File: config.mk
export PLATFORM = sky130hd
export DESIGN_NAME = itlb_refill_ctrl
export DESIGN_NICKNAME = d
export VERILOG_FILES = /design/src/rtl/itlb_refill_ctrl_pkg.sv /design/src/rtl/itlb_refill_ctrl_walk_timer.sv /design/src/rtl/itlb_refill_ctrl.sv
export SDC_FILE = /design/constraint.sdc
export NUM_CORES = 1
export LEC_CHECK = 0
export ABC_AREA = 1
export BUFFER_PORTS_ARGS = -buffer_cell sky130_fd_sc_hd__buf_2
export CORE_ASPECT_RATIO = 0.9
export CORE_MARGIN = 2
export CORE_UTILIZATION = 53
export DETAILED_ROUTE_END_ITERATION = 8
export PLACE_DENSITY = 0.78
export SLEW_MARGIN = 20
export SYNTH_ARGS = -nofsm -noshare
export SYNTH_HDL_FRONTEND = slang
export SYNTH_SLANG_ARGS = --single-unit
File: constraint.sdc
create_clock -name clk -period 1.8 [get_ports clk]
set_input_delay 0.27 -clock clk [delete_from_list [all_inputs] [get_ports clk]]
set_output_delay 0.27 -clock clk [all_outputs]
set_load 0.05 [all_outputs]
File: src/rtl/itlb_refill_ctrl_pkg.sv
// Shared frontend definitions for the ITLB refill controller: FSM states,
// exception codes and page-number widths.
package itlb_refill_ctrl_pkg;

  localparam int VPN_W   = 20;
  localparam int PPN_W   = 20;
  localparam int VPN_LSB = 6;

  typedef enum logic [2:0] {
    S_IDLE,
    S_REQ,
    S_WAIT,
    S_FILL,
    S_FAULT,
    S_DRAIN
  } state_e;

  typedef enum logic [1:0] {
    EXC_NONE       = 2'd0,
    EXC_PAGE_FAULT = 2'd1,
    EXC_TIMEOUT    = 2'd2
  } exc_e;

endpackage

File: src/rtl/itlb_refill_ctrl_walk_timer.sv
// Saturating wait counter for an outstanding page walk; flags expiry once
// the count reaches TIMEOUT and holds there until cleared.
module walk_timer #(
  parameter int TIMEOUT = 255
) (
  input  logic clk,
  input  logic rst,
  input  logic clear_i,
  input  logic enable_i,
  output logic expired_o
);

  localparam int CW = $clog2(TIMEOUT + 1);
  localparam logic [CW-1:0] MAX_COUNT = CW'(TIMEOUT);

  logic [CW-1:0] count_q;

  always_ff @(posedge clk) begin
    if (rst || clear_i) begin
      count_q <= '0;
    end else if (enable_i && (count_q != MAX_COUNT)) begin
      count_q <= count_q + 1'b1;
    end
  end

  assign expired_o = (count_q == MAX_COUNT);

endmodule

File: src/rtl/itlb_refill_ctrl.sv
// ITLB miss handler: walks up to two missing pages (even/odd line halves)
// one at a time, writes the TLB on success and reports faults/timeouts.
module itlb_refill_ctrl
  import itlb_refill_ctrl_pkg::*;
#(
  parameter int XLEN      = 32,
  parameter int CLC_WIDTH = 26,
  parameter int TIMEOUT   = 255
) (
  input  logic                 clk,
  input  logic                 rst,
  input  logic                 lookup_valid,
  input  logic [CLC_WIDTH-1:0] lookup_clc_even,
  input  logic [CLC_WIDTH-1:0] lookup_clc_odd,
  input  logic                 hit_even,
  input  logic                 hit_odd,
  input  logic                 flush,
  output logic                 walk_req_valid,
  input  logic                 walk_req_ready,
  output logic [VPN_W-1:0]     walk_req_vpn,
  input  logic                 walk_resp_valid,
  input  logic [PPN_W-1:0]     walk_resp_ppn,
  input  logic                 walk_resp_fault,
  output logic                 fill_valid,
  output logic [VPN_W-1:0]     fill_vpn,
  output logic [PPN_W-1:0]     fill_ppn,
  output logic                 stall,
  output logic                 exception,
  output logic [1:0]           exception_type
);

  state_e           state_q;
  logic [VPN_W-1:0] vpn_even_q, vpn_odd_q;
  logic             pend_even_q, pend_odd_q;
  logic             walk_req_valid_q;
  logic [VPN_W-1:0] walk_req_vpn_q;
  logic             fill_valid_q;
  logic [VPN_W-1:0] fill_vpn_q;
  logic [PPN_W-1:0] fill_ppn_q;
  logic             exc_valid_q;
  exc_e             exc_type_q;

  logic             miss;
  logic [VPN_W-1:0] vpn_even_w, vpn_odd_w, cur_vpn;
  logic             new_pend_odd;
  logic             timer_expired;
  logic             unused;

  assign vpn_even_w   = lookup_clc_even[VPN_LSB +: VPN_W];
  assign vpn_odd_w    = lookup_clc_odd[VPN_LSB +: VPN_W];
  assign miss         = lookup_valid & (~hit_even | ~hit_odd);
  // Both halves on the same page need only one walk.
  assign new_pend_odd = ~hit_odd & ~(~hit_even & (vpn_odd_w == vpn_even_w));
  assign cur_vpn      = pend_even_q ? vpn_even_q : vpn_odd_q;
  assign unused       = ^{lookup_clc_even[VPN_LSB-1:0], lookup_clc_odd[VPN_LSB-1:0], (XLEN > 0)};

  walk_timer #(.TIMEOUT(TIMEOUT)) u_walk_timer (
    .clk       (clk),
    .rst       (rst),
    .clear_i   (state_q != S_WAIT),
    .enable_i  (state_q == S_WAIT),
    .expired_o (timer_expired)
  );

  always_ff @(posedge clk) begin
    if (rst) begin
      state_q          <= S_IDLE;
      vpn_even_q       <= '0;
      vpn_odd_q        <= '0;
      pend_even_q      <= 1'b0;
      pend_odd_q       <= 1'b0;
      walk_req_valid_q <= 1'b0;
      walk_req_vpn_q   <= '0;
      fill_valid_q     <= 1'b0;
      fill_vpn_q       <= '0;
      fill_ppn_q       <= '0;
      exc_valid_q      <= 1'b0;
      exc_type_q       <= EXC_NONE;
    end else begin
      fill_valid_q <= 1'b0;
      fill_vpn_q   <= '0;
      fill_ppn_q   <= '0;
      exc_valid_q  <= 1'b0;
      unique case (state_q)
        S_IDLE: begin
          if (miss && !flush) begin
            vpn_even_q       <= vpn_even_w;
            vpn_odd_q        <= vpn_odd_w;
            pend_even_q      <= ~hit_even;
            pend_odd_q       <= new_pend_odd;
            walk_req_valid_q <= 1'b1;
            walk_req_vpn_q   <= ~hit_even ? vpn_even_w : vpn_odd_w;
            state_q          <= S_REQ;
          end
        end
        S_REQ: begin
          // A handshake coinciding with flush still leaves a walk in flight.
          if (walk_req_ready) begin
            walk_req_valid_q <= 1'b0;
            walk_req_vpn_q   <= '0;
            state_q          <= flush ? S_DRAIN : S_WAIT;
            if (flush) begin
              pend_even_q <= 1'b0;
              pend_odd_q  <= 1'b0;
            end
          end else if (flush) begin
            walk_req_valid_q <= 1'b0;
            walk_req_vpn_q   <= '0;
            pend_even_q      <= 1'b0;
            pend_odd_q       <= 1'b0;
            state_q          <= S_IDLE;
          end
        end
        S_WAIT: begin
          if (flush) begin
            pend_even_q <= 1'b0;
            pend_odd_q  <= 1'b0;
            state_q     <= walk_resp_valid ? S_IDLE : S_DRAIN;
          end else if (walk_resp_valid && !walk_resp_fault) begin
            fill_valid_q <= 1'b1;
            fill_vpn_q   <= cur_vpn;
            fill_ppn_q   <= walk_resp_ppn;
            state_q      <= S_FILL;
          end else if (walk_resp_valid) begin
            exc_valid_q <= 1'b1;
            exc_type_q  <= EXC_PAGE_FAULT;
            state_q     <= S_FAULT;
          end else if (timer_expired) begin
            exc_valid_q <= 1'b1;
            exc_type_q  <= EXC_TIMEOUT;
            state_q     <= S_FAULT;
          end
        end
        S_FILL: begin
          if (!flush && pend_even_q && pend_odd_q) begin
            pend_even_q      <= 1'b0;
            walk_req_valid_q <= 1'b1;
            walk_req_vpn_q   <= vpn_odd_q;
            state_q          <= S_REQ;
          end else begin
            pend_even_q <= 1'b0;
            pend_odd_q  <= 1'b0;
            state_q     <= S_IDLE;
          end
        end
        S_FAULT: begin
          // A timed-out walk is still owed a response, even under flush.
          pend_even_q <= 1'b0;
          pend_odd_q  <= 1'b0;
          exc_type_q  <= EXC_NONE;
          state_q     <= (exc_type_q == EXC_TIMEOUT) ? S_DRAIN : S_IDLE;
        end
        S_DRAIN: begin
          if (walk_resp_valid) begin
            state_q <= S_IDLE;
          end
        end
        default: state_q <= S_IDLE;
      endcase
    end
  end

  assign stall          = (state_q != S_IDLE) | (miss & ~flush);
  assign walk_req_valid = walk_req_valid_q;
  assign walk_req_vpn   = walk_req_vpn_q;
  assign fill_valid     = fill_valid_q & ~flush;
  assign fill_vpn       = fill_valid ? fill_vpn_q : '0;
  assign fill_ppn       = fill_valid ? fill_ppn_q : '0;
  assign exception      = exc_valid_q & ~flush;
  assign exception_type = exception ? exc_type_q : EXC_NONE;

endmodule

Yosys cells after proc, flatten, opt, wreduce, memory -nomap -nowiden. Index checks and enable logic that the tools add are counted.

Word-level logic and storage cells: 114. Bits in registers: 118. Output and inout bits: 66.

Bitwise logic cells: 14. Muxes and demuxes: 41. Add/subtract/negate cells: 1. Reduce and logical (&&, ||, !) cells: 25. Equal/unequal tests: 20.

Operators with widths (number): $mux W20 (8); $pmux W20 S3 (1); $mux W3 (11); $eq A20 B20 Y1 (1); $pmux W3 S6 (1); $reduce_and A4 Y1 (4); $ne A2 B2 Y1 const B (6); $mux W1 (11); $mux W2 (5); $reduce_bool A3 Y1 (3); $add A8 B1 Y8 const B (1); $eq A8 B8 Y1 const B (1); $ne A8 B8 Y1 const B (1); $reduce_or A4 Y1 (2); $and A1 B1 Y1 (6); $eq A3 B2 Y1 const B (2); $eq A3 B3 Y1 const B (2); $ne A3 B3 Y1 const B (2); $not A1 Y1 (6); $pmux W1 S3 (2); $logic_and A1 B1 Y1 (5); $ne A5 B5 Y1 const B (1); $pmux W1 S4 (1); $pmux W2 S2 (1); other kinds (14) (17).

Depth between registers and ports, before layout. Gate-level depths: netlist (run 1).

Depth after elaboration: 6. Depth in mapped cells: 12. Gate-level depth less buffers: 11.

By module. From an unflattened synthesis (run 1), not the netlist that was laid out.

Cells, all modules: 840. Area total of the unflattened synthesis: 5592.9 um^2.

Modules (own cells, without submodules): itlb_refill_ctrl (instances 1, area an instance 5136.2 um^2, seq. area each 2202.1 um^2, cells an instance 768); walk_timer (instances 1, area an instance 456.7 um^2, seq. area each 160.2 um^2, cells an instance 72).

Worst setup path after synthesis (run 1). Ideal clock, no wire load.

Kind: input to output. From: input port flush. To: output port exception_type[0]. Path slack: -15 ps. Cell stages on the path: 2. Required time: 1530 ps. Arrival time: 1545 ps. Buffers on the path: 1. Path through: buf_2 nor3_1.

Cells in the longest elaborated chain, start to end: 3.

Ends and longest elaborated chain: start: declaration (line itlb_refill_ctrl.sv:17) `input logic flush,`; $not A1 Y1 (line itlb_refill_ctrl.sv:169) `assign exception = exc_valid_q & ~flush;`; $and A1 B1 Y1 (line itlb_refill_ctrl.sv:169); $mux W2 (line itlb_refill_ctrl.sv:170) `assign exception_type = exception ? exc_type_q : EXC_NONE;`; end: declaration (line itlb_refill_ctrl.sv:29) `output logic [1:0] exception_type`.

Every way passes these cells.

Worst setup path after layout (run 1).
From: register state_q[1]. To: output port stall.

Cells in the longest elaborated chain, start to end: 2.

Ends and longest elaborated chain: start: declaration (line itlb_refill_ctrl.sv:32) `state_e state_q;`; start signal: assignment (line itlb_refill_ctrl.sv:101) `state_q <= flush ? S_DRAIN : S_WAIT;`; start signal: assignment (line itlb_refill_ctrl.sv:118) `state_q <= walk_resp_valid ? S_IDLE : S_DRAIN;`; start signal: assignment (line itlb_refill_ctrl.sv:151) `state_q <= (exc_type_q == EXC_TIMEOUT) ? S_DRAIN : S_IDLE;`; $reduce_bool A3 Y1 (line itlb_refill_ctrl.sv:163) `assign stall = (state_q != S_IDLE) | (miss & ~flush);`; $or A1 B1 Y1 (line itlb_refill_ctrl.sv:163); end: declaration (line itlb_refill_ctrl.sv:27) `output logic stall,`.

Every way passes these cells.

==> results.txt, run 1 <==
status - complete, no violations
Final Non-Filler Cells - 1,095
first-pass GRT wire length - 22,600 um
cells after synthesis - 831
Pre-Repair DR Iteration Count - 8
fraction of registers with async set/reset - 0
routed via count - 5,490
Buf/Inv on CP - 2
final net count - 1,037
Slowest-stage cell, CP - dfxtp_1
Power Density - 1130 mW/mm2
Synth Area in XOR/XNOR - 0.00479
sequential fraction of the synthesis area - 0.431
Detailed Route Iter0 Violations - 429
ANT cells - 0
Worst-path clk slew - 50 ps
DR WL/cell - 12.9 um
CTS H-Tree Depth - 4
post-route ant nets - 0
fillers - 939
adder-cell share of the synthesized area - 0.00228
die area - 0.0112 mm2
ratio of final minimum period to clock period - 0.979
largest net degree at the start of global routing - 81
most frequent cells in the layout - nand2_1, buf_2, inv_1, nor2_1, dfxtp_1
CTS sink count - 118
# placed instances - 1,065
Primary FF master, synth - dfxtp_1
GRT overflow - 0
Startpoint Class - register
DRC - 0
CP arrival - 1490 ps
pre-CTS setup slack - 53.7 ps
min-delay worst type - input port to register
MaxCap Viol Count - 0
Post-CTS Setup Bufs - 0
clk_lat worst skew - 410 ps
Vias/cell - 5.01
LEAKAGE - 3.22 nW
fmax - 568 MHz
area of the multi-input gates - 0.00240 mm2
main combinational cell family by area after synthesis - simple AND/OR/NAND/NOR gates
vias in the first global route - 4,783
Die H - 101 um
row count - 35
mux cell area share after synthesis - 0
CTS buffer count - 17
Mean Syn Cell Area - 6.60 um2
root cell of the clock tree - clkbuf_16
I/O Pins - 147
synth unique cells - 35
CTS max path bufs - 2
Port Buf Inserts - 134
Worst-Margin Slew - 840 ps
FF+latch count, synth - 118
worst-case vdd ir drop - 0.631 mV
CP Cell Sequence - nor2_2 > inv_2 > nor2_2 > nand2_2 > clkbuf_4
final WL - 14,200 um
core area - 0.0102 mm2
die width - 111 um
yosys warns - 0
area grow syn2layout - 24.2%
crit-path max cell delay - 480 ps
fin. max-slew vios - 0
layout cell share with drive strength beyond 1 - 0.203
worst path required time - 1530 ps
final hold violation count - 0
CTS tree - built
min cycle time layout - 1760 ps
Final HPWL DP - 9290 um
simple-gate share of the synthesized area - 0.257
number of synthesized flops with an enable pin - 0
initial antenna violation count - 1
Tot GR Track Use - 0.253
final setup TNS - 0 ps
clock skew - 8.54 ps
Slew headroom - 0.439
Final WS setup - 38.4 ps
Cell Area, Synth - 0.00549 mm2
complex-gate fraction of the synthesized area - 0.169
final setup violating endpoints - 0
CP delay by family, top - flip-flops
Initial Util - 0.540
Design Power - 7.70 mW
Most common cell on crit path - nor2_2
hold_buf cts - 0
commonest non-fill, non-tap cell in the layout - nand2_1
sequential standard cell area - 0.00236 mm2
Crit. End Element - primary output
critical path class - register to primary output
total nets after synthesis - 913
Final GP Congestion - 0.880
CP max FO - 5
[synth_stat cells (all sizes together), types with 2 or more instances]
cell    instances  area [um2]
nand2         177         677
inv           140         528
nor2          138         543
dfxtp         118        2360
o21ai         108         541
a21oi          68         340
clkbuf         25        98.9
buf            17         120
nand3          14        87.6
nor3            7        46.3
nand4           6        37.5
nand3b          2        15.0
o211ai          2        15.0
xor2            2        17.5
[metal layers]
layer,part of all wire,up-vias,global-route usage
met5,0.0012,-,0
met4,0.017,2,0.0988
met3,0.081,26,0.0547
met2,0.46,240,0.410
met1,0.44,2415,0.334
li1,-,2807,-
[repair_timing]
item / 4_1_cts / 5_1_grt
gates resized for setup: 1 / 8
pin swaps: 0 / 1
setup endpoints to repair: 1 / 26
[path summary, 6_finish.rpt]
path                           from              end  slack [ps]  depth (start not counted)
setup / recovery         state_q[1]            stall          40                          5
hold reg to reg      vpn_even_q[10]   fill_vpn_q[10]         450                          2
setup reg to reg         state_q[1]  walk_req_vpn[8]         150                         10
hold / removal    walk_resp_ppn[12]   fill_ppn_q[12]          70                          3
[sequential cells by signal, indices dropped and copies added, names as in the netlist]
| signal | count |
|---|---|
| state_q | 3 |
| vpn_odd_q | 20 |
| exc_valid_q | 1 |
| pend_even_q | 1 |
| fill_ppn_q | 20 |
| exc_type_q | 2 |
| pend_odd_q | 1 |
| fill_vpn_q | 20 |
| walk_req_valid | 1 |
| fill_valid_q | 1 |
| u_walk_timer.count_q | 8 |
| vpn_even_q | 20 |
| walk_req_vpn | 20 |
[cells by family after synthesis]
group | Yosys count
simple gates | 345
fa+ha+maj | 1
buf+inv | 182
flops | 118
compound gates | 182
xor+xnor | 3
[area by class of cell]
| type | instances | area share |
|---|---|---|
| multi-input combinational | 531 | 0.352 |
| sequential | 118 | 0.347 |
| timing repair buffer | 147 | 0.119 |
| inverter | 140 | 0.0779 |
| clock buffer | 26 | 0.0733 |
| tap | 129 | 0.0237 |
| clock inverter | 4 | 0.00661 |
[through the flow]
step           hold slack [ps]  cell area, um2  utilization
2_1_floorplan              339            5490            -
3_3_place_gp               443            6230        0.614
3_5_place_dp               449            6230        0.614
4_1_cts                   65.3            6780        0.668
5_1_grt                   73.0            6810        0.670
6_report                  71.6            6810        0.670
[worst reg2reg max path: stages (launching register included)]
cell,delay [ps]
dfxtp_1,480
nor2_2,80
inv_2,100
nor2_2,60
nand2_2,110
nand2_1,90
inv_2,130
nand2_8,130
inv_4,230
nor2_1,80
nor2_1,110
[power by group]
part | internal [mW] | switching (mW) | total [mW]
clock | 2.02 | 1.09 | 3.11
combinational | 0.436 | 1.18 | 1.62
sequential | 2.84 | 0.127 | 2.96
Note: power is estimated with default switching activity, not from simulation.
==> run 2: changes to the inputs <==
==> constraint.sdc (replaced) <==
create_clock -name clk -period 1.8 [get_ports clk]
set_input_delay 0.18 -clock clk [delete_from_list [all_inputs] [get_ports clk]]
set_output_delay 0.18 -clock clk [all_outputs]
set_load 0.05 [all_outputs]
==> run 2 against run 1 <==
Total power grew 4.4%. Routed wire length up 5.0%. Clock power increased by 9.3%. Maximum frequency rose by 4.3%. Clock skew about the same. Global-route usage rose by 1.2 points. Register-to-register slack got worse by 20 ps. Critical path depth is the same. Via count up 1.9%. Critical path type unchanged. Critical endpoint unchanged. Largest cell class unchanged.
==> results.txt, run 2 (same netlist as run 1, synthesis figures left out) <==
sequential standard cell area - 0.00236 mm2 (unchanged)
final net count - 1,060 (+2.2%)
CP max FO - 5 (unchanged)
MaxCap Viol Count - 0 (unchanged)
# placed instances - 1,066 (+0.094%)
core area - 0.0102 mm2 (unchanged)
CTS sink count - 118 (unchanged)
row count - 35 (unchanged)
I/O Pins - 147 (unchanged)
Detailed Route Iter0 Violations - 542 (+26%)
die area - 0.0112 mm2 (unchanged)
GRT overflow - 0 (unchanged)
critical path class - register to primary output
Final Util - 0.697 (+0.0264)
die width - 111 um (unchanged)
CTS tree - built
fin. max-slew vios - 0 (unchanged)
fmax - 592 MHz (+4.3%)
final hold violation count - 0 (unchanged)
min-delay worst type - input port to register
routed via count - 5,594 (+1.9%)
Port Buf Inserts - 134 (unchanged)
vias in the first global route - 5,080 (+6.2%)
Pre-Repair DR Iteration Count - 7 (-1)
min cycle time layout - 1690 ps (-72.8 ps)
DRC - 0 (unchanged)
initial antenna violation count - 0 (-1)
worst path required time - 1620 ps (+90 ps)
status - complete, no violations
Startpoint Class - register
Most common cell on crit path - nor2_2
most frequent cells in the layout - nand2_1, buf_2, inv_1, nor2_1, dfxtp_1
Worst-Margin Slew - 812 ps (-28.0 ps)
layout cell share with drive strength beyond 1 - 0.203 (+0.000337)
fillers - 856 (-8.8%)
Crit. End Element - primary output
worst-case vdd ir drop - 0.910 mV (+44%)
CP Cell Sequence - nor2_2 > inv_2 > nor2_2 > nand2_2 > buf_2
Initial Util - 0.540 (unchanged)
final setup violating endpoints - 0 (unchanged)
CTS max path bufs - 2 (unchanged)
CTS H-Tree Depth - 4 (unchanged)
Power Density - 1130 mW/mm2 (+0.46%)
Slew headroom - 0.458 (+0.0187)
Die H - 101 um (unchanged)
post-route ant nets - 0 (unchanged)
ratio of final minimum period to clock period - 0.938 (-0.0405)
root cell of the clock tree - clkbuf_16
Final Non-Filler Cells - 1,118 (+2.1%)
clk_lat worst skew - 420 ps (about the same)
CTS buffer count - 17 (unchanged)
Final GP Congestion - 0.913 (+3.7%)
ANT cells - 0 (unchanged)
area of the multi-input gates - 0.00239 mm2 (-0.21%)
Tot GR Track Use - 0.264 (+0.0115)
clock skew - 8.64 ps (+0.106 ps)
final WL - 14,900 um (+5.0%)
LEAKAGE - 3.34 nW (+3.5%)
commonest non-fill, non-tap cell in the layout - nand2_1
DR WL/cell - 13.3 um (+2.9%)
CP arrival - 1510 ps (+20 ps)
crit-path max cell delay - 480 ps (about the same)
Vias/cell - 5.00 (-0.20%)
Slowest-stage cell, CP - dfxtp_1
first-pass GRT wire length - 23,500 um (+4.4%)
Worst-path clk slew - 50 ps (about the same)
Final HPWL DP - 9470 um (+2.0%)
largest net degree at the start of global routing - 81 (unchanged)
area grow syn2layout - 29.0%
run 2: cell types whose count changed in the layout (fill, tap and decap cells not counted), moves of 2 or more:
cell and delta:
buf_4 +3, dlygate4sd3_1 +20, bufinv_16 +2, clkbuf_1 -3, clkbuf_8 -2, clkinvlp_4 +3
run 2: area by class of cell:
cell class                 count  share of cell area
clock buffer                  21              0.0650
clock inverter                 9              0.0180
inverter                     140              0.0749
multi-input combinational    531               0.338
sequential                   118               0.334
tap                          129              0.0228
timing repair buffer         170               0.147
run 2: repair_timing:
| action | in CTS | in global routing |
|---|---|---|
| pin swaps | 0 | 1 |
| endpoints found under the hold margin | 20 | 0 |
| gates resized for setup | 1 | 4 |
| hold buffers | 20 | 0 |
| setup endpoints to repair | 1 | 22 |
| setup buffers | 0 | 2 |
run 2: path summary, 6_finish.rpt:
check | start | endpoint | slack (ps) | cells after the start
max | state_q[1] | stall | 110 | 5
min reg2reg | vpn_even_q[11] | fill_vpn_q[11] | 450 | 2
max reg2reg | u_walk_timer.count_q[0] | u_walk_timer.count_q[4] | 130 | 9
min | lookup_clc_even[24] | vpn_even_q[18] | 30 | 3
run 2: routing by layer:
metal,GRT usage,part of all wire
met1,0.335,0.44
met2,0.444,0.48
met3,0.0571,0.066
met4,0.109,0.017
met5,0,0
run 2: worst max-delay path, delay by kind of cell (launching register included):
family	cells	cell delay, ps
buffers and inverters	2	390
flip-flops	1	480
AND/OR/NAND/NOR	3	230
run 2: power breakdown:
group | total [mW] | switching, mW | internal [mW]
logic | 1.67 | 1.19 | 0.480
registers | 2.97 | 0.132 | 2.83
clock network | 3.40 | 1.17 | 2.22
total | 8.03 | 2.50 | 5.54
run 2: through the flow:
step | instance area [um2] | setup slack [ps] | TNS, ps | hold WS [ps] | power [mW]
after global placement | 6250 | 134 | 0 | 393 | 4.57
after detailed placement | 6250 | 52.8 | 0 | 398 | 4.59
final | 7080 | 111 | 0 | 27.6 | 8.03
after floorplan | 5490 | 165 | 0 | 249 | 4.17
after CTS | 7050 | 84.0 | 0 | 10.8 | 8.01
after global routing | 7080 | -15.7 | -15.7 | 33.4 | 8.37
